`src/rtl/alu_control_seq.sv`:
```
// alu_control_seq
//   Registered, handshaked ALU-control decoder between ID and EX. Decodes
//   opcode/funct into an ALU operation code plus an illegal-opcode flag and
//   presents the result one cycle later on a valid/ready output stage.
//   MULT/MULTU/DIV/DIVU take no output slot. Instead they run a down-counter
//   that stalls upstream until the HI/LO result is ready.
//
// Ports
//   clk        in   rising-edge clock
//   rst_n      in   asynchronous active-low reset
//   in_valid   in   opcode/funct valid
//   in_ready   out  block accepts this cycle (combinational)
//   opcode     in   instruction opcode
//   funct      in   instruction funct
//   out_valid  out  registered decode result valid
//   out_ready  in   EX stage consumes result
//   alu_op     out  registered ALU operation code
//   illegal    out  registered: opcode not in decode table
//   md_start   out  one-cycle pulse in the first MD_RUN cycle
//   md_kind    out  {is_div, is_unsigned}, held from accept until back in IDLE
//   md_done    out  one-cycle pulse, HI/LO result valid
//   busy       out  sequencer not idle
//
// state   | meaning
// --------+------------------------------------------------
// IDLE    | decoding; accepts when the output slot is free
// MD_RUN  | multiply/divide in flight, counter running down
// MD_DONE | HI/LO ready, md_done asserted for this cycle
module alu_control_seq #(
    parameter int NB_FUNCTION = 6,
    parameter int NB_OPCODE   = 6,
    parameter int NB_OP_ALU   = 6,
    parameter int MUL_CYCLES  = 4,
    parameter int DIV_CYCLES  = 32,
    parameter int NB_CNT      = 6
) (
    input  logic                   clk,
    input  logic                   rst_n,
    input  logic                   in_valid,
    output logic                   in_ready,
    input  logic [NB_OPCODE-1:0]   opcode,
    input  logic [NB_FUNCTION-1:0] funct,
    output logic                   out_valid,
    input  logic                   out_ready,
    output logic [NB_OP_ALU-1:0]   alu_op,
    output logic                   illegal,
    output logic                   md_start,
    output logic [1:0]             md_kind,
    output logic                   md_done,
    output logic                   busy
);

    localparam logic [1:0] IDLE    = 2'd0;
    localparam logic [1:0] MD_RUN  = 2'd1;
    localparam logic [1:0] MD_DONE = 2'd2;

    localparam logic [NB_CNT-1:0] MUL_LOAD = NB_CNT'(MUL_CYCLES - 1);
    localparam logic [NB_CNT-1:0] DIV_LOAD = NB_CNT'(DIV_CYCLES - 1);

    logic [1:0]           state;
    logic [NB_CNT-1:0]    cnt;
    logic                 is_rtype;
    logic                 is_md;
    logic                 accept;
    logic [NB_OP_ALU-1:0] dec_op;
    logic                 dec_ill;

    assign is_rtype = (opcode == '0);
    // MULT/MULTU/DIV/DIVU share funct prefix 0110; bit 1 = div, bit 0 = unsigned
    assign is_md    = is_rtype && (funct[5:2] == 4'b0110);
    assign in_ready = (state == IDLE) && (!out_valid || out_ready);
    assign accept   = in_valid && in_ready;
    assign busy     = (state != IDLE);
    assign md_done  = (state == MD_DONE);

    always_comb begin
        dec_op  = '0;
        dec_ill = 1'b0;
        if (is_rtype) begin
            case (funct)
                6'b100000, 6'b100001: dec_op = 6'b100000;
                6'b100010, 6'b100011: dec_op = 6'b100010;
                6'b000010, 6'b000110: dec_op = 6'b000010;
                6'b000011, 6'b000111: dec_op = 6'b000011;
                6'b000100:            dec_op = 6'b000000;
                // logic/compare/shift functs already equal their ALU code
                default:              dec_op = NB_OP_ALU'(funct);
            endcase
        end else begin
            case (opcode)
                6'b001000, 6'b001001, 6'b100011, 6'b101011,
                6'b100000, 6'b100001, 6'b100100, 6'b100101,
                6'b101000, 6'b101001, 6'b010011: dec_op = 6'b100000;
                6'b001100:            dec_op = 6'b100100;
                6'b001101:            dec_op = 6'b100101;
                6'b001110:            dec_op = 6'b100110;
                6'b001010:            dec_op = 6'b101010;
                6'b001011:            dec_op = 6'b101011;
                6'b000100, 6'b000101: dec_op = 6'b100010;
                6'b001111:            dec_op = 6'b001111;
                default:              dec_ill = 1'b1;
            endcase
        end
    end

    always_ff @(posedge clk or negedge rst_n) begin
        if (!rst_n) begin
            state    <= IDLE;
            cnt      <= '0;
            md_start <= 1'b0;
            md_kind  <= 2'b00;
        end else begin
            md_start <= 1'b0;
            case (state)
                IDLE: begin
                    if (accept && is_md) begin
                        state    <= MD_RUN;
                        cnt      <= funct[1] ? DIV_LOAD : MUL_LOAD;
                        md_kind  <= {funct[1], funct[0]};
                        md_start <= 1'b1;
                    end
                end
                MD_RUN: begin
                    if (cnt == '0) begin
                        state <= MD_DONE;
                    end else begin
                        cnt <= cnt - NB_CNT'(1);
                    end
                end
                MD_DONE: begin
                    state   <= IDLE;
                    md_kind <= 2'b00;
                end
                default: state <= IDLE;
            endcase
        end
    end

    // Output slot: loaded by a non-MD accept, otherwise drained by out_ready.
    always_ff @(posedge clk or negedge rst_n) begin
        if (!rst_n) begin
            out_valid <= 1'b0;
            alu_op    <= '0;
            illegal   <= 1'b0;
        end else if (accept && !is_md) begin
            out_valid <= 1'b1;
            alu_op    <= dec_op;
            illegal   <= dec_ill;
        end else if (out_ready) begin
            out_valid <= 1'b0;
            alu_op    <= '0;
            illegal   <= 1'b0;
        end
    end

endmodule

```
`config.mk`:
```
export PLATFORM = sky130hd
export DESIGN_NAME = alu_control_seq
export DESIGN_NICKNAME = d
export VERILOG_FILES = /design/src/rtl/alu_control_seq.sv
export SDC_FILE = /design/constraint.sdc
export NUM_CORES = 1
export LEC_CHECK = 0
export ABC_AREA = 0
export CAP_MARGIN = 40
export CORE_UTILIZATION = 33
export DETAILED_ROUTE_END_ITERATION = 7
export GPL_TIMING_DRIVEN = 0
export PLACE_DENSITY = 0.62
export SETUP_SLACK_MARGIN = 0.5
export SLEW_MARGIN = 10
export SYNTH_ARGS = -nofsm -noshare
export SYNTH_HDL_FRONTEND = slang
export SYNTH_SLANG_ARGS = --single-unit
```
`constraint.sdc`:
```
create_clock -name clk -period 1.5 [get_ports clk]
set_clock_uncertainty 0.15 [all_clocks]
set_input_delay 0.225 -clock clk [delete_from_list [all_inputs] [get_ports clk]]
set_output_delay 0.225 -clock clk [all_outputs]
set_load 0.03 [all_outputs]
```
==> impl_metrics.tcl, run 1 <==
set metrics [dict create \
    dieArea_um2 4220 \
    fin_crit_sh_pct 108 \
    ys_seq_area_share_pct 36.3 \
    clock_sinks 19 \
    cts_root_buf "clkbuf_8" \
    fmax_ghz 0.618 \
    yosys_warnings 0 \
    grt_use_met2_pct 32.3 \
    synthFlopType "dfrtp_1" \
    final_common_cell "buf_6" \
    multi_input_area_um2 1060 \
    peakVddDrop_mv 0.282 \
    wl_um 3950 \
    syn_inst 153 \
    cts_tree "yes" \
    relSlewSlack_pct 68.6 \
    grt_pass1_wl_um 6160 \
    crit_chain "clkbuf_8 -> buf_12 -> nor4bb_2 -> a21oi_1 -> or3_1 -> o22ai_1" \
    top_usage_layer "met2" \
    setup_ws_ps -119 \
    h-tree-depth 1 \
    viasPerCell 5.53 \
    total_leakage_power_nw 0.957 \
    met1_usage_pct 25.2 \
    critPathLaunchType "flop" \
    place.gp.congestion 0.866 \
    status "finished, violations left" \
    die_h_um 65.0 \
    use_met3_pct 1.23 \
    final_cell_mix "buf_6 (22), dfrtp_1 (18), buf_4 (15), nand2_1 (11), o21ai_2 (10)" \
    start_util_pct 35.0 \
    crit_arrival_ps 1660 \
    hold_viol_final 0 \
    clockBufferDepth 2 \
    violations "setup timing" \
    nets 224 \
    synth_edf_count 0 \
    area_growth_pct 71.4 \
    clock_latency_ps 270 \
    cp_slowest_stage_delay_ps 370 \
    portBuffers 24 \
    grt_antenna_before_repair 0 \
    grt_max_degree 12 \
    yosys.area.top_type_share_pct 36.3 \
    postLayoutCoreUtil_pct 59.9 \
    holdWs_ps 119 \
    path_max_fanout 5 \
    globalRouteTotalUtil_pct 19.2 \
    synth_area_per_cell_um2 8.55 \
    pin_count 30 \
    fp.dieW_um 65.0 \
    cp.depth 6 \
    cp_data_required_time_ps 1540 \
    ant_nets 0 \
    crit_buf_inv 2 \
    drtIter0Drc 83 \
    cap_violations 0 \
    power.total_mw 1.68 \
    ff2ff_path_depth 6 \
    ys_ff_latch 19 \
    core_area_um2 3740 \
    cts_buffers 3 \
    async_flop_share_pct 100 \
    rsz0062_at_grt "true" \
    period_needed_ps 1620 \
    hpwl_um 2470 \
    power_density_nw_per_um2 748 \
    drc 0 \
    synthTopCellsByArea "dfrtp_1 (36%), o21ai_0 (6.1%), nor2b_1 (4.3%), nand2_1 (4.0%), nor2_1 (2.9%)" \
    crit_slowest_cell "dfrtp_1" \
    hold_path.class "in -> async" \
    worst_pin_slew_ps 469 \
    final.setup.tns_ps -905 \
    syn-num-nets 171 \
    ff_latch_area_um2 477 \
    hold_buffers 0 \
    end_kind "flop" \
    crit_family "simple AND/OR/NAND/NOR gates" \
    synthesis.area_um2 1310 \
    yosysTopAreaCell "dfrtp_1" \
    grt_pass1_vias 1335 \
    crit_type "reg -> reg" \
    setup_viol 19 \
    placementRows 22 \
    overflow 0 \
    r2r_slack_ps -120 \
    yosysUniqueCellTypes 46 \
    layout-drive-gt1-share_pct 48.3 \
    slew_viol_final 0 \
    dr.pass1.iters 4 \
    vias 1400 \
    post_drt_wl_per_cell_um 15.6 \
    antenna_cells 0 \
    clk_pin_slew_ps 80 \
    fillers 324 \
]
==> routing by layer <==
metal	vias to the layer above	wire (um)
met1	683	1780
met4	0	79
met2	32	1980
li1	676	-
met3	9	113
met5	-	0
==> through the flow <==
step           std cells  setup WS [ps]  cell area (um2)
2_1_floorplan        153          -41.8             1420
3_3_place_gp         225           -797             1720
3_5_place_dp         226           -799             1730
4_1_cts              249           -132             2090
5_1_grt              253           -218             2240
6_report             253           -119             2240
==> cell type report <==
| class | count | share of cell area (%) |
|---|---|---|
| multi-input cells | 120 | 47.5 |
| flip-flops and latches | 19 | 21.2 |
| repair buffers | 47 | 21.0 |
| plain buffers | 9 | 4.41 |
| well taps | 48 | 2.68 |
| clock buffers | 3 | 1.84 |
| inverters | 6 | 1.12 |
| clock inverters | 1 | 0.223 |
==> report_power, final <==
part,internal (mW),total [mW],switching (mW)
clock,0.186,0.388,0.202
sequential,0.561,0.626,0.0656
combinational,0.341,0.664,0.323
==> repair_timing <==
action,4_1_cts,5_1_grt
gates cloned,1,0
buffers inserted,18,4
endpoints found under the setup margin,33,33
resized for setup,138,26
pin swaps,22,7
==> flip-flops by register name, summed over array words and instances, names as in the netlist <==
signal / count
md_kind: 2
md_start: 1
state: 2
illegal: 1
cnt: 6
out_valid: 1
alu_op: 6
==> logic make-up (layout without fill, tap and decap cells) <==
kind of cell	Yosys count	in the layout	synth area share, %
DFF	19	19	36.3
and+or+nand+nor	73	74	32.2
adders and majority gates	2	2	1.91
AOI/OAI and AO/OA	43	43	22.3
muxes	1	1	0.765
buffers and inverters	15	66	6.50
==> synthesized netlist by cell type (2+ instances only) <==
library cell  instances
and4_1                4
nor2_1               10
nor2b_1               9
o21ai_0              16
clkbuf_1              3
nand3_1               7
dfrtp_1              19
nor3_1                6
a31oi_1               4
nand2_1              14
o2bb2ai_1             2
ha_1                  2
buf_6                 3
and2_1                2
nor3b_1               2
inv_1                 6
and2b_1               2
and3_1                3
o311a_1               3
nand2b_1              5
clkbuf_2              2
a21oi_1               5
==> final timing paths <==
check | startpoint | endpoint
max in group asynchronous | rst_n | cnt[3]
setup / recovery | state[1] | cnt[2]
min in group clk | opcode[1] | md_start
hold reg to reg | out_valid | out_valid
setup reg to reg | state[1] | cnt[2]
hold / removal | rst_n | alu_op[2]
(Power assumes the default switching activity.)
==> run 2: changes to the inputs <==
--- a/config.mk
+++ b/config.mk
@@ -7,10 +7,10 @@
 export LEC_CHECK = 0
 export ABC_AREA = 0
 export CAP_MARGIN = 40
-export CORE_UTILIZATION = 33
+export CORE_UTILIZATION = 45
 export DETAILED_ROUTE_END_ITERATION = 7
 export GPL_TIMING_DRIVEN = 0
-export PLACE_DENSITY = 0.62
+export PLACE_DENSITY = 0.79
 export SETUP_SLACK_MARGIN = 0.5
 export SLEW_MARGIN = 10
 export SYNTH_ARGS = -nofsm -noshare
==> run 2 against run 1 <==
The run still ends with setup timing left; sequential share of layout area up 0.21 points; global-route usage grew 11 points; routed wire length grew 21%; fmax fell by 2.0%; final cell count fell by 5.9%; final area is 0.72% lower; non-clock buffer count rose by 2; sequential cell count did not move; via count is 7.4% higher; critical path depth up 1.
==> impl_metrics.tcl, run 2 (synthesis gave the netlist of run 1 again) <==
set metrics [dict create \
    hold_path.class "in -> async" \
    crit_chain "buf_8 -> nor2_4 -> buf_6 -> and3_4 -> buf_12 -> a21oi_4 -> a41o_1" \
    power.total_mw 1.59 \
    crit_type "reg -> reg" \
    total_leakage_power_nw 0.944 \
    h-tree-depth 1 \
    dieArea_um2 3130 \
    period_needed_ps 1650 \
    wl_met2_um 2480 \
    crit_slowest_cell "dfrtp_1" \
    r2r_slack_ps -150 \
    drc 0 \
    final_cell_mix "buf_6 (24), dfrtp_1 (17), buf_4 (15), o21ai_2 (11), nand2_1 (10)" \
    grt_pass1_vias 1554 \
    cp_slowest_stage_delay_ps 400 \
    cp_data_required_time_ps 1540 \
    cap_violations 0 \
    grt_max_degree 16 \
    grt_antenna_before_repair 0 \
    fillers 157 \
    cts_root_buf "clkbuf_4" \
    core_area_um2 2760 \
    cts_buffers 3 \
    grt_pass1_wl_um 7450 \
    post-place-ws_ps -801 \
    met1_length_um 1880 \
    clk_pin_slew_ps 110 \
    globalRouteTotalUtil_pct 30.5 \
    hpwl_um 2560 \
    relSlewSlack_pct 69.2 \
    ant_nets 0 \
    start_util_pct 47.5 \
    portBuffers 24 \
    highest_layer "met4" \
    fp.dieW_um 55.9 \
    power_density_nw_per_um2 714 \
    setup_viol 20 \
    postLayoutCoreUtil_pct 80.8 \
    rsz0062_at_grt "true" \
    violations "setup timing" \
    pin_count 30 \
    layout-drive-gt1-share_pct 50.2 \
    place_inst 209 \
    placementRows 19 \
    place.gp.congestion 0.855 \
    vias 1503 \
    path_max_fanout 8 \
    final_common_cell "buf_6" \
    fmax_ghz 0.606 \
    reg_top3 "alu_op (6), cnt (6)" \
    drtIter0Drc 79 \
    peakVddDrop_mv 0.820 \
    crit_start "state[1]" \
    cts_tree "yes" \
    setup_ws_ps -151 \
    dr.pass1.iters 4 \
    r2r_start "state[1]" \
    worst_pin_slew_ps 462 \
    final_cells 238 \
    area_growth_pct 70.2 \
    clock_latency_ps 310 \
    overflow 0 \
    critPathLaunchType "flop" \
    end_kind "flop" \
    hold_buffers 0 \
    fin_crit_sh_pct 110 \
    ff2ff_path_depth 7 \
    crit_arrival_ps 1700 \
    status "finished, violations left" \
    endpoint "alu_op[1]" \
    antenna_cells 0 \
    final.setup.tns_ps -1620 \
    dr_wl_met3_um 283 \
    nets 226 \
    clock_sinks 19 \
    hold_viol_final 0 \
    slew_viol_final 0 \
    r2r-end "alu_op[1]" \
    post_drt_wl_per_cell_um 20.2 \
    viasPerCell 6.32 \
    wl_um 4800 \
    clockBufferDepth 2 \
    die_h_um 55.9 \
]
[run 2: cell types whose count changed in the layout (fill, tap and decap cells not counted), moves of 2 or more]
cell,previous run,this run
nand2_2,1,3
o21ai_1,2,0
clkbuf_4,0,3
buf_6,22,24
clkbuf_8,4,1
[run 2: critical path: cells and delay by family, from the launching register on]
family | cells | cell delay [ps]
DFF | 1 | 400
buffers and inverters | 3 | 410
and+or+nand+nor | 2 | 310
AOI/OAI and AO/OA | 2 | 260
[run 2: worst min-delay path by stage]
| stage | end | cells past startpoint |
|---|---|---|
| after floorplan | alu_op[0] | 0 |
| after detailed placement | state[1] | 1 |
| after global placement | md_kind[0] | 2 |
| final | state[1] | 1 |
| after CTS | state[1] | 1 |
| after global routing | state[1] | 1 |
[run 2: report_power, final]
group / internal [mW] / leakage (nW) / switching [mW] / total, mW
logic: 0.336 / 0.693 / 0.338 / 0.675
clock network: 0.104 / 0.0150 / 0.175 / 0.278
registers: 0.563 / 0.237 / 0.0754 / 0.638
total: 1.00 / 0.944 / 0.588 / 1.59
[run 2: area by class of cell]
class	instances	area, um2	share of cell area, %
Inverter	6	25.0	1.12
Timing Repair Buffer	49	488	21.9
Sequential cell	19	478	21.5
Clock buffer	4	26.3	1.18
Buffer	9	98.8	4.44
Multi-Input combinational cell	120	1070	48.1
Tap cell	31	38.8	1.74
[run 2: metal layers]
layer | global-route usage [%] | vias up
li1 | - | 684
met1 | 37.9 | 730
met2 | 48.9 | 73
met3 | 6.05 | 16
met4 | 18.8 | 0
met5 | 0 | -
[run 2: what timing repair did]
| action | 4_1_cts | 5_1_grt |
|---|---|---|
| pin swaps | 23 | 10 |
| gates cloned | 1 | 0 |
| buffers inserted | 21 | 3 |
| resized for setup | 153 | 17 |
| setup endpoints to repair | 33 | 33 |
[run 2: through the flow]
step / hold WS [ps] / area, um2
after floorplan: -221 / 1420
after global placement: 396 / 1700
after detailed placement: 343 / 1720
after CTS: 15.5 / 2120
after global routing: 14.0 / 2230
final: 11.8 / 2230
==> run 3: changes to the inputs <==
--- a/config.mk
+++ b/config.mk
@@ -12,6 +12,7 @@
 export GPL_TIMING_DRIVEN = 0
 export PLACE_DENSITY = 0.79
 export SETUP_SLACK_MARGIN = 0.5
+export SKIP_LAST_GASP = 1
 export SLEW_MARGIN = 10
 export SYNTH_ARGS = -nofsm -noshare
 export SYNTH_HDL_FRONTEND = slang
==> run 3 against run 2 <==
The run still ends with setup timing left; worst setup slack got worse by 26 ps; die area stayed put; routed wire length shrank 0.63%; critical path depth is 1 lower; via count up 0.80%; core utilization is 1.0 points higher; sequential share of layout area down 0.27 points; count of clock-buffer cells in the layout unchanged; critical path type unchanged; largest cell class unchanged.
==> impl_metrics.tcl, run 3 (synthesis gave the netlist of run 1 again) <==
set metrics [dict create \
    status "finished, violations left" \
    violations "setup timing" \
    post_drt_wl_per_cell_um 19.6 \
    post-place-ws_ps -801 \
    drc 0 \
    place_inst 209 \
    clockBufferDepth 2 \
    end_kind "flop" \
    cts_root_buf "clkbuf_4" \
    core_area_um2 2760 \
    setup_ws_ps -177 \
    rsz0062_at_grt "true" \
    place.gp.congestion 0.855 \
    postLayoutCoreUtil_pct 81.8 \
    crit_start "state[1]" \
    area_growth_pct 72.4 \
    die_h_um 55.9 \
    vias 1515 \
    drtIter0Drc 69 \
    fillers 143 \
    crit_type "reg -> reg" \
    ant_nets 0 \
    power.total_mw 1.58 \
    grt_max_degree 16 \
    viasPerCell 6.23 \
    fin_crit_sh_pct 112 \
    hold_viol_final 0 \
    cts_buffers 3 \
    ff_latch_area_um2 478 \
    setup_viol 19 \
    path_max_fanout 6 \
    hpwl_um 2560 \
    power_density_nw_per_um2 702 \
    antenna_cells 0 \
    layout-drive-gt1-share_pct 50.9 \
    cp_data_required_time_ps 1580 \
    peakVddDrop_mv 0.848 \
    crit_arrival_ps 1750 \
    cts_tree "yes" \
    worst_pin_slew_ps 466 \
    clk_pin_slew_ps 110 \
    start_util_pct 47.5 \
    period_needed_ps 1680 \
    wl_um 4770 \
    clock_latency_ps 310 \
    slew_viol_final 0 \
    r2r_start "state[1]" \
    nets 231 \
    final_cells 243 \
    pin_count 30 \
    reg_top3 "alu_op (6), cnt (6)" \
    fmax_ghz 0.596 \
    final_cell_mix "buf_6 (23), buf_4 (21), dfrtp_1 (17), nand2_1 (10), o21ai_2 (10)" \
    r2r_slack_ps -180 \
    total_leakage_power_nw 0.973 \
    ff2ff_path_depth 6 \
    dieArea_um2 3130 \
    clock_sinks 19 \
    grt_pass1_wl_um 7420 \
    final_area_um2 2260 \
    placed_area_um2 1720 \
    relSlewSlack_pct 68.7 \
    cap_violations 0 \
    globalRouteTotalUtil_pct 30.4 \
    hold_path.class "in -> async" \
    final_common_cell "buf_6" \
    portBuffers 24 \
    overflow 0 \
    hold_buffers 0 \
    critPathLaunchType "flop" \
    fp.dieW_um 55.9 \
    r2r-end "cnt[2]" \
    final.setup.tns_ps -1420 \
    grt_antenna_before_repair 0 \
    grt_pass1_vias 1510 \
    placementRows 19 \
    multi_input_area_um2 1070 \
    holdWs_ps 12.1 \
    dr.pass1.iters 4 \
    h-tree-depth 1 \
]
run 3: changes by cell type in the layout (fill, tap and decap cells not counted), sizes merged:
cell | previous run | this run
buf | 44 | 49
run 3: worst max-delay path: stages (launching register included):
cell      delay (ps)
dfrtp_1          410
buf_8            140
buf_4            130
nor4bb_4         280
a21oi_1           80
or3_1            320
o22ai_1          100
run 3: area by class of cell:
type	count	share of cell area, %
Timing Repair Buffer	54	23.1
Buffer	9	4.38
Multi-Input combinational cell	120	47.3
Inverter	6	1.11
Tap cell	31	1.72
Clock buffer	4	1.16
Sequential cell	19	21.2
run 3: how the worst max path moves through the flow:
stage	end	slack, ps
CTS	alu_op[5]	-130
finish	cnt[2]	-180
detailed placement	in_ready	-800
global route	cnt[2]	-220
floorplan	cnt[4]	-40
global placement	in_ready	-780
run 3: repair_timing:
| item | 4_1_cts | 5_1_grt |
|---|---|---|
| setup endpoints to repair | 33 | 33 |
| gates resized for setup | 148 | 19 |
| pin swaps | 22 | 7 |
| buffers inserted | 21 | 8 |
| gates cloned | 1 | 0 |
run 3: power breakdown:
part           total, mW  switching, mW  internal (mW)
clock              0.287          0.183          0.104
combinational      0.662          0.332          0.330
sequential         0.636         0.0732          0.563
total               1.58          0.588          0.996
run 3: per-layer routing:
metal / part of all wire, % / wire length (um) / vias to the layer above / track usage, %
met5: 0 / 0 / - / 0
met2: 49 / 2340 / 84 / 49.2
li1: - / - / 687 / -
met4: 3.4 / 163 / 0 / 13.9
met3: 6.7 / 320 / 18 / 4.19
met1: 41 / 1950 / 726 / 40.6
